[src/rtl/muldiv_pkg.sv]
// Shared encodings, FSM states and helpers for the iterative RV64M mul/div unit.
package muldiv_pkg;

  localparam int unsigned XlenDefault = 64;

  typedef logic [XlenDefault-1:0]   word_t;
  typedef logic [2*XlenDefault-1:0] dword_t;

  localparam word_t MinSigned = {1'b1, {(XlenDefault - 1) {1'b0}}};

  // funct3 encodings for the M extension
  localparam logic [2:0] OpMul    = 3'd0;
  localparam logic [2:0] OpMulh   = 3'd1;
  localparam logic [2:0] OpMulhsu = 3'd2;
  localparam logic [2:0] OpMulhu  = 3'd3;
  localparam logic [2:0] OpDiv    = 3'd4;
  localparam logic [2:0] OpDivu   = 3'd5;
  localparam logic [2:0] OpRem    = 3'd6;
  localparam logic [2:0] OpRemu   = 3'd7;

  typedef enum logic [2:0] {
    StIdle,
    StPrep,
    StCalc,
    StFix,
    StDone
  } state_e;

  function automatic word_t neg_word(word_t v);
    return ~v + 1'b1;
  endfunction

  function automatic dword_t neg_dword(dword_t v);
    return ~v + 1'b1;
  endfunction

endpackage

[src/rtl/muldiv_if.sv]
// Request/response bundle between the issue logic and the mul/div unit.
interface muldiv_if
  import muldiv_pkg::*;
#(
  parameter int unsigned XLEN = XlenDefault
);

  logic            start;
  logic [2:0]      funct3;
  logic [XLEN-1:0] op_a;
  logic [XLEN-1:0] op_b;
  logic            busy;
  logic            done;
  logic [XLEN-1:0] result;

  modport master (
    output start, funct3, op_a, op_b,
    input  busy, done, result
  );

  modport slave (
    input  start, funct3, op_a, op_b,
    output busy, done, result
  );

endinterface

[src/rtl/muldiv_unit.sv]
// Radix-2 iterative RV64M multiply/divide unit: one product or quotient bit per cycle,
// with a start/busy/done handshake toward the control unit.
module muldiv_unit
  import muldiv_pkg::*;
#(
  parameter int unsigned XLEN = XlenDefault
) (
  input logic     clk,
  input logic     reset,
  muldiv_if.slave bus
);

  localparam int unsigned CntW = $clog2(XLEN) + 1;
  localparam logic [CntW-1:0] LastIter = CntW'(XLEN - 1);

  state_e            state_q, state_d;
  logic [2:0]        fn_q, fn_d;
  logic [XLEN-1:0]   a_q, a_d;
  logic [XLEN-1:0]   b_q, b_d;
  logic [XLEN-1:0]   mcand_q, mcand_d;
  logic [2*XLEN-1:0] acc_q, acc_d;
  logic              neg_q, neg_d;
  logic              neg_rem_q, neg_rem_d;
  logic [CntW-1:0]   cnt_q, cnt_d;
  logic              busy_q, busy_d;
  logic              done_q, done_d;
  logic [XLEN-1:0]   result_q, result_d;

  logic              is_div;
  logic              sign_a, sign_b;
  logic [XLEN-1:0]   mag_a, mag_b;
  logic [XLEN:0]     mul_sum;
  logic [2*XLEN-1:0] mul_step;
  logic [XLEN:0]     div_rem, div_diff;
  logic              div_ge;
  logic [2*XLEN-1:0] div_step;
  logic [2*XLEN-1:0] prod;
  logic [XLEN-1:0]   quot, rem;
  logic [XLEN-1:0]   fix_result;

  assign is_div = fn_q[2];

  // MULH/DIV/REM are fully signed; MULHSU only signs rs1.
  assign sign_a = a_q[XLEN-1] &
                  (fn_q == OpMulh || fn_q == OpMulhsu || fn_q == OpDiv || fn_q == OpRem);
  assign sign_b = b_q[XLEN-1] & (fn_q == OpMulh || fn_q == OpDiv || fn_q == OpRem);
  assign mag_a  = sign_a ? neg_word(a_q) : a_q;
  assign mag_b  = sign_b ? neg_word(b_q) : b_q;

  // Shift-add: acc = {partial high, remaining multiplier bits}.
  assign mul_sum  = {1'b0, acc_q[2*XLEN-1:XLEN]} + (acc_q[0] ? {1'b0, mcand_q} : '0);
  assign mul_step = {mul_sum, acc_q[XLEN-1:1]};

  // Restoring divide: acc = {remainder, dividend bits shifting into quotient}.
  // Remainder stays below the divisor, so the diff's top bit is a clean borrow flag.
  assign div_rem  = {acc_q[2*XLEN-1:XLEN], acc_q[XLEN-1]};
  assign div_diff = div_rem - {1'b0, mcand_q};
  assign div_ge   = ~div_diff[XLEN];
  assign div_step = {(div_ge ? div_diff[XLEN-1:0] : div_rem[XLEN-1:0]),
                     acc_q[XLEN-2:0], div_ge};

  assign prod = neg_q ? neg_dword(acc_q) : acc_q;
  assign quot = neg_q ? neg_word(acc_q[XLEN-1:0]) : acc_q[XLEN-1:0];
  assign rem  = neg_rem_q ? neg_word(acc_q[2*XLEN-1:XLEN]) : acc_q[2*XLEN-1:XLEN];

  always_comb begin
    fix_result = '0;
    unique case (fn_q)
      OpMul:                     fix_result = prod[XLEN-1:0];
      OpMulh, OpMulhsu, OpMulhu: fix_result = prod[2*XLEN-1:XLEN];
      OpDiv, OpDivu:             fix_result = quot;
      OpRem, OpRemu:             fix_result = rem;
      default:                   fix_result = '0;
    endcase
  end

  always_comb begin
    state_d   = state_q;
    fn_d      = fn_q;
    a_d       = a_q;
    b_d       = b_q;
    mcand_d   = mcand_q;
    acc_d     = acc_q;
    neg_d     = neg_q;
    neg_rem_d = neg_rem_q;
    cnt_d     = cnt_q;
    result_d  = result_q;

    unique case (state_q)
      StIdle: begin
        if (bus.start) begin
          fn_d    = bus.funct3;
          a_d     = bus.op_a;
          b_d     = bus.op_b;
          state_d = StPrep;
        end
      end
      StPrep: begin
        if (is_div && b_q == '0) begin
          result_d = (fn_q == OpDiv || fn_q == OpDivu) ? '1 : a_q;
          state_d  = StDone;
        end else if ((fn_q == OpDiv || fn_q == OpRem) && a_q == MinSigned && b_q == '1) begin
          result_d = (fn_q == OpDiv) ? a_q : '0;
          state_d  = StDone;
        end else begin
          mcand_d   = mag_b;
          acc_d     = {{XLEN{1'b0}}, mag_a};
          neg_d     = sign_a ^ sign_b;
          neg_rem_d = sign_a;
          cnt_d     = '0;
          state_d   = StCalc;
        end
      end
      StCalc: begin
        acc_d = is_div ? div_step : mul_step;
        cnt_d = cnt_q + 1'b1;
        if (cnt_q == LastIter) begin
          state_d = StFix;
        end
      end
      StFix: begin
        result_d = fix_result;
        state_d  = StDone;
      end
      StDone: begin
        state_d = StIdle;
      end
      default: begin
        state_d = StIdle;
      end
    endcase

    busy_d = (state_d != StIdle);
    done_d = (state_d == StDone);
  end

  always_ff @(posedge clk) begin
    if (reset) begin
      state_q   <= StIdle;
      fn_q      <= '0;
      a_q       <= '0;
      b_q       <= '0;
      mcand_q   <= '0;
      acc_q     <= '0;
      neg_q     <= 1'b0;
      neg_rem_q <= 1'b0;
      cnt_q     <= '0;
      busy_q    <= 1'b0;
      done_q    <= 1'b0;
      result_q  <= '0;
    end else begin
      state_q   <= state_d;
      fn_q      <= fn_d;
      a_q       <= a_d;
      b_q       <= b_d;
      mcand_q   <= mcand_d;
      acc_q     <= acc_d;
      neg_q     <= neg_d;
      neg_rem_q <= neg_rem_d;
      cnt_q     <= cnt_d;
      busy_q    <= busy_d;
      done_q    <= done_d;
      result_q  <= result_d;
    end
  end

  assign bus.busy   = busy_q;
  assign bus.done   = done_q;
  assign bus.result = result_q;

endmodule

[src/flat_wrapper.sv]
// flat-port wrapper written by rule: the top's interface ports become plain ports
module muldiv_unit_flat import muldiv_pkg::*;
#(
  parameter int unsigned XLEN = XlenDefault
)
  (clk, reset, bus_start, bus_funct3, bus_op_a, bus_op_b, bus_busy, bus_done, bus_result);
  muldiv_if #(.XLEN(XLEN)) bus_i ();
  input logic clk;
  input logic reset;
  input wire logic [$bits(bus_i.start)-1:0] bus_start;
  input wire logic [$bits(bus_i.funct3)-1:0] bus_funct3;
  input wire logic [$bits(bus_i.op_a)-1:0] bus_op_a;
  input wire logic [$bits(bus_i.op_b)-1:0] bus_op_b;
  output wire logic [$bits(bus_i.busy)-1:0] bus_busy;
  output wire logic [$bits(bus_i.done)-1:0] bus_done;
  output wire logic [$bits(bus_i.result)-1:0] bus_result;
  assign bus_i.start = bus_start;
  assign bus_i.funct3 = bus_funct3;
  assign bus_i.op_a = bus_op_a;
  assign bus_i.op_b = bus_op_b;
  assign bus_busy = bus_i.busy;
  assign bus_done = bus_i.done;
  assign bus_result = bus_i.result;
  muldiv_unit #(.XLEN(XLEN)) u_core (.clk(clk), .reset(reset), .bus(bus_i));
endmodule
[config.mk]
export PLATFORM = sky130hd
export DESIGN_NAME = muldiv_unit_flat
export DESIGN_NICKNAME = d
export VERILOG_FILES = /design/src/rtl/muldiv_pkg.sv /design/src/rtl/muldiv_if.sv /design/src/rtl/muldiv_unit.sv /design/src/flat_wrapper.sv
export SDC_FILE = /design/constraint.sdc
export NUM_CORES = 2
export LEC_CHECK = 0
export BUFFER_PORTS_ARGS = -buffer_cell sky130_fd_sc_hd__buf_4
export CAP_MARGIN = 10
export CORE_UTILIZATION = 55
export CTS_CLUSTER_SIZE = 40
export DETAILED_ROUTE_END_ITERATION = 8
export PLACE_DENSITY = 0.73
export SLEW_MARGIN = 5
export SYNTH_ARGS = -nofsm -noshare
export SYNTH_HDL_FRONTEND = slang
export SYNTH_SLANG_ARGS = --single-unit
[constraint.sdc]
create_clock -name clk -period 4.6 [get_ports clk]
set_input_delay 0.23 -clock clk [delete_from_list [all_inputs] [get_ports clk]]
set_output_delay 0.23 -clock clk [all_outputs]
set_load 0.05 [all_outputs]
======== Word level (Yosys, flattened, before mapping) ========
Index checks and enable logic that the tools add are counted.
word-level totals
  register bits after elaboration ......... 401
  input port bits ......................... 134
  output and inout bits ................... 66
  word-level logic and storage cells ...... 96
operators by class
  add/subtract/negate cells ............... 8
  equal/unequal tests ..................... 17
  mux-type cells .......................... 25
  bitwise operators ....................... 11
  reduce and logical (&&, ||, !) cells .... 23
operators by type and width
  operator                                                                number
  64-bit 2-to-1 mux                                                       10
  128-bit 2-to-1 mux                                                      4
  64-bit by 1-bit adder with 64-bit output (second input constant)        4
  64-bit NOT                                                              4
  128-bit one-hot mux with 2 select lines                                 1
  64-bit one-hot mux with 4 select lines                                  1
  128-bit by 1-bit adder with 128-bit output (second input constant)      1
  64-bit equality test (second input constant)                            2
  128-bit NOT                                                             1
  64-bit one-hot mux with 2 select lines                                  1
  64-bit by 65-bit adder with 65-bit output                               1
  65-bit by 64-bit subtractor with 65-bit output                          1
  64-bit logical NOT                                                      1
  3-bit equality test (second input constant)                             5
  7-bit 2-to-1 mux                                                        2
  7-bit one-hot mux with 2 select lines                                   1
  3-bit by 2-bit equality test with 1-bit output (second input constant)  4
  3-bit 2-to-1 mux                                                        4
  3-bit one-hot mux with 4 select lines                                   1
  7-bit by 1-bit adder with 7-bit output (second input constant)          1
  7-bit by 6-bit equality test with 1-bit output (second input constant)  1
  1-bit logical OR                                                        7
  3-bit by 1-bit equality test with 1-bit output (second input constant)  2
  3-bit logical NOT                                                       2
  other kinds (12)                                                        22

======== Logic depth before layout (Yosys ltp) ========
  depth in word-level cells ............... 9
  depth in mapped cells ................... 17
  depth with buffers taken out ............ 15

======== Worst setup path after synthesis ========
Ideal clock, no wire load.
  path type ............................... reg2reg
  start point ............................. register u_core.acc_q[0]
  end point ............................... register u_core.acc_q[120]
  setup time .............................. 0.122 ns
  data arrival time ....................... 4.006 ns
  required time ........................... 4.478 ns
  path slack .............................. 0.472 ns
  cell stages (with the launch flop) ...... 18
  buffers on the path ..................... 3
  period minus slack after synthesis ...... 4.128 ns
  path through ............................ dfxtp_1 inv_1 clkbuf_1 clkbuf_1 nor2_1 ha_1 clkbuf_1 o211ai_1 a21oi_1 a21oi_1 o21ai_0 a31oi_1 o21ai_0 a31oi_1 o311ai_0 o221ai_1 xnor2_1 a221o_1
between the ends
  word-level cells in the longest chain between the ends .. 4
ends and longest elaborated chain
  item                                       RTL line            RTL
  from (decl)                                muldiv_unit.sv:21   logic [2*XLEN-1:0] acc_q, acc_d;
  from (signal assigned)                     muldiv_unit.sv:144  acc_q <= '0;
  from (signal assigned)                     muldiv_unit.sv:157  acc_q <= acc_d;
  64-bit 2-to-1 mux                          muldiv_unit.sv:51   assign mul_sum = {1'b0, acc_q[2*XLEN-1:XLEN]} + (acc_q[0] ? {1'b0, mcand_q} : '0);
  64-bit by 65-bit adder with 65-bit output  muldiv_unit.sv:51
  128-bit 2-to-1 mux                         muldiv_unit.sv:115  acc_d = is_div ? div_step : mul_step;
  128-bit one-hot mux with 2 select lines    muldiv_unit.sv:89   unique case (state_q)
Every way passes these cells.
A chain may end at the register's enable or synchronous reset.

======== Final worst setup path ========
  start point ............................. register u_core.a_q[39]
  end point ............................... register u_core.result_q[58], in the netlist u_core.bus.result[58]
between the ends
  word-level cells in the longest chain between the ends .. 5
ends and longest elaborated chain
  item                                                               RTL line            RTL
  from (decl)                                                        muldiv_unit.sv:18   logic [XLEN-1:0] a_q, a_d;
  from (signal assigned)                                             muldiv_unit.sv:141  a_q <= '0;
  from (signal assigned)                                             muldiv_unit.sv:154  a_q <= a_d;
  64-bit equality test                                               muldiv_unit.sv:102  end else if ((fn_q == OpDiv || fn_q == OpRem) && a_q == MinSigned && b_q == '1) begin
  1-bit logical AND (2 in series)                                    muldiv_unit.sv:102
  3-bit by 1-bit inequality test with 1-bit output (no source line)  -
  2-bit AND reduction (no source line)                               -
  to (signal assigned)                                               muldiv_unit.sv:163  result_q <= result_d;
  to (decl)                                                          muldiv_unit.sv:27   logic [XLEN-1:0] result_q, result_d;
Every way passes these cells.

==> results.toml <==
[synth]
synth-seq-cells = 401
yosys_warnings = 0
synth_area_leaders = "sky130_fd_sc_hd__dfxtp_1, sky130_fd_sc_hd__a21oi_1, sky130_fd_sc_hd__nand2_1"
synth.most_common_cell = "sky130_fd_sc_hd__nand2_1"
number_of_enable_flip_flop_cells_after_synthesis = 0
synthDominantCellAreaShare = 0.2457
async_reset_ff_frac = 0
synth_fp_nets = 4899
syn-instance-count = 4629
synth.lib_cells_used.distinct = 86
synth_common_cells = "sky130_fd_sc_hd__nand2_1, sky130_fd_sc_hd__a21oi_1, sky130_fd_sc_hd__nor2_1"
synth_top_flop_cell = "sky130_fd_sc_hd__dfxtp_1"
mappedNetlistArea_um2 = 32680
synth_top_cell_by_area = "sky130_fd_sc_hd__dfxtp_1"
synth_area_per_inst_um2 = 7.059
sequential_share_of_the_synthesized_area = 0.2457

[timing]
rsz0062_at_grt = "no"
achievable-frequency_ghz = 0.2121
worst_clock_skew_ns = 0.03449
final.hold.worst_slack_ns = 0.05753
slew_headroom = 0.2722
final-max-slew-violation-count = 0
fin_ws_ns = -0.1143
final_period_minus_worst_setup_slack_ns = 4.714
tightestPinTransition_ns = 1.083
finalSetupViolations = 3
finalCritPeriodShare = 1.025
finalHoldViolations = 0

[power]
post-layout-total-power_mw = 11.79
max-vdd-ir-drop_v = 0.0003505
power.density_cell_area_nw_per_um2 = 302.9
power.static_leakage_nw = 15.77

[cts]
ctsLongestPathBuffers = 3
tritoncts = "yes"
cts-buffers-inserted = 46
numClockSinks = 401
cts.htree.levels = 2
clock_insertion_delay_worst_skew_ns = 0.63
clk_root_buffer_cell = "sky130_fd_sc_hd__clkbuf_16"
cts.reportedPaths.clkPinSlew_ns = 0.06
cts_setup_buffers = 0

[critical_path]
path_class = "register to register"
critical_path.slowest_cell = "sky130_fd_sc_hd__nor4_2"
worst_setup_path_start_kind = "register"
crit_path_end_kind = "register"
setup.reg_to_reg.worst_slack_ns = -0.11
timing.critical_path.arrival_ns = 5.18
critical-path-max-stage-delay_ns = 0.92
crit_buf_inv = 2
worst-endpoint-required_ns = 5.06
worst_path_most_repeated_cell = "sky130_fd_sc_hd__buf_4"
endpoint_of_the_most_critical_register_to_register_path = "u_core.bus.result[58]"
cp_cell_sequence = "or4_1 > nor4_2 > nand2_1 > nor4_1 > buf_4 > a32oi_1 > nor2b_1 > nand2b_2 > a221oi_1 > buf_4 > a21oi_1"
worstReg2RegStart = "u_core.a_q[39]"
worst_path_dominant_cell_family = "simple AND/OR/NAND/NOR gates"
r2r_cells = 11
worst-path-max-fanout = 8

[layout]
fin_nets = 5157
layoutNonFillerInstCount = 5690
synthToLayoutAreaGrowth_pct = 19.12
post_route_cells_drive_above_1_share = 0.1215
final_cell_area_um2 = 38920
final_core_util = 0.6682

[floorplan]
initial_core_util = 0.5610
placeableCoreArea_um2 = 58250
chipHeight_um = 245.7
floorplan.die_area_um2 = 60390
count_of_standard_cell_rows = 88
design.portCount = 200
chipWidth_um = 245.7

[place]
place_congestion = 1.092
io_buffer_count = 199
place_hpwl_um = 102100
place.detailed.instances = 5472
detailed_place.area_um2 = 35940

[hold_path]
hold_path_startpoint = "reset"
hold_path.class = "input port to register"
hold-path-endpoint = "u_core.acc_q[42]"
timing.hold.worst_path_depth = 2

[detailed_routing]
drt_iter0_drc = 5621
drt_wl_total_um = 138300
avgRoutedWirePerCell_um = 24.31
routed-via-count = 37796
remaining_design_rule_violation_count = 0
detail_route.vias_per_cell = 6.643
antenna_violating_nets_post_route = 0
detail_route.first_pass.iterations = 7

[flow_run]
maxCapViolCount = 0

[grt]
first_global_vias = 34586
antenna_found_initial = 5
groute.usage.overall = 0.4449
global_route.overflow_total = 0
global_route_wire_length_before_repair_um = 208600
pin_count_of_the_biggest_net_entering_global_routing = 220

[run_status]
violations = "negative setup slack"
run_status = "finished with violations"
## what timing repair did
item | 4_1_cts | 5_1_grt
endpoints found under the setup margin | 4 | 1
hold buffers | 132 | 0
endpoints found under the hold margin | 132 | 0
resized for setup | 1 | 1
## layer usage
| layer | wire length [µm] | global-route usage | vias to the layer above | part of all wire |
|---|---|---|---|---|
| li1 | - | - | 17137 | - |
| met1 | 56790 | 0.6188 | 17573 | 0.41 |
| met2 | 54180 | 0.6128 | 2669 | 0.39 |
| met3 | 20460 | 0.1491 | 409 | 0.15 |
| met4 | 6687 | 0.1960 | 8 | 0.048 |
| met5 | 184 | 0.01471 | - | 0.0013 |
## state kept, by name (all words and copies together) (netlist names)
name / flops
u_core.bus.result: 64
u_core.bus.done: 1
u_core.acc_q: 128
u_core.state_q: 3
u_core.neg_rem_q: 1
u_core.b_q: 64
u_core.neg_q: 1
u_core.bus.busy: 1
u_core.fn_q: 3
u_core.mcand_q: 64
u_core.cnt_q: 7
u_core.a_q: 64
## cells by family (layout without fill, tap and decap cells)
logic type,Yosys count,in the layout,synth area share
multiplexers,114,114,0.03515
adder cells (fa/ha/maj),136,136,0.05254
other,0,3,0
flip-flops,401,401,0.2457
AO/OA/AOI/OAI,1478,1478,0.2842
XOR/XNOR,367,367,0.09837
AND/OR/NAND/NOR,1639,1639,0.2267
buffers and inverters,494,787,0.05736
## area by class of cell
class | instances | area (µm²)
well taps | 765 | 957.2
fillers | 4980 | 19320
multi-input cells | 3734 | 22850
diodes | 3 | 7.507
clock inverters | 15 | 246.5
inverters | 117 | 439.2
clock buffers | 68 | 1395
flip-flops and latches | 401 | 8035
repair buffers | 587 | 4995
## stage by stage
stage	setup slack, ns	TNS, ns
6_report	-0.1143	-0.1803
3_3_place_gp	0.0006826	0
2_1_floorplan	0.4718	0
4_1_cts	0.2649	0
3_5_place_dp	-0.06991	-0.09471
5_1_grt	0.03293	0
## worst max path at each step
stage | from | endpoint | slack [ns] | depth (start not counted)
after global routing | u_core.acc_q[63] | u_core.acc_q[126] | 0.03 | 14
after floorplan | u_core.acc_q[0] | u_core.acc_q[120] | 0.47 | 17
after global placement | u_core.a_q[39] | u_core.bus.result[58] | 0.0007 | 11
after CTS | u_core.acc_q[63] | u_core.acc_q[127] | 0.26 | 14
after detailed placement | u_core.a_q[39] | u_core.bus.result[58] | -0.07 | 11
final | u_core.a_q[39] | u_core.bus.result[58] | -0.11 | 11
## cell usage in the layout, fill, tap and decap left out, drive strengths merged, types with 14 or more instances in the layout
| cell | instances |
|---|---|
| a211oi | 182 |
| a21o | 70 |
| a21oi | 509 |
| a221oi | 18 |
| a22o | 14 |
| a22oi | 22 |
| a311oi | 16 |
| a31oi | 38 |
| and2 | 21 |
| and3 | 24 |
| buf | 455 |
| clkbuf | 68 |
| dfxtp | 401 |
| dlygate4sd3 | 132 |
| ha | 134 |
| inv | 115 |
| mux2i | 108 |
| nand2 | 645 |
| nand2b | 32 |
| nand3 | 68 |
| nand4 | 72 |
| nor2 | 470 |
| nor2b | 25 |
| nor3 | 95 |
| nor4 | 45 |
| o211ai | 38 |
| o21a | 20 |
| o21ai | 300 |
| o21bai | 17 |
| o221ai | 20 |
| o22ai | 34 |
| o31ai | 60 |
| o41ai | 21 |
| or2 | 18 |
| or3 | 54 |
| or4 | 40 |
| xnor2 | 183 |
| xor2 | 184 |
## power by group
part | total (mW) | internal [mW] | switching (mW)
Combinational | 3.78 | 1.39 | 2.39
Clock | 4.02 | 2.34 | 1.68
Sequential | 3.98 | 3.67 | 0.320
Total | 11.8 | 7.40 | 4.39
(Power assumes the default switching activity.)
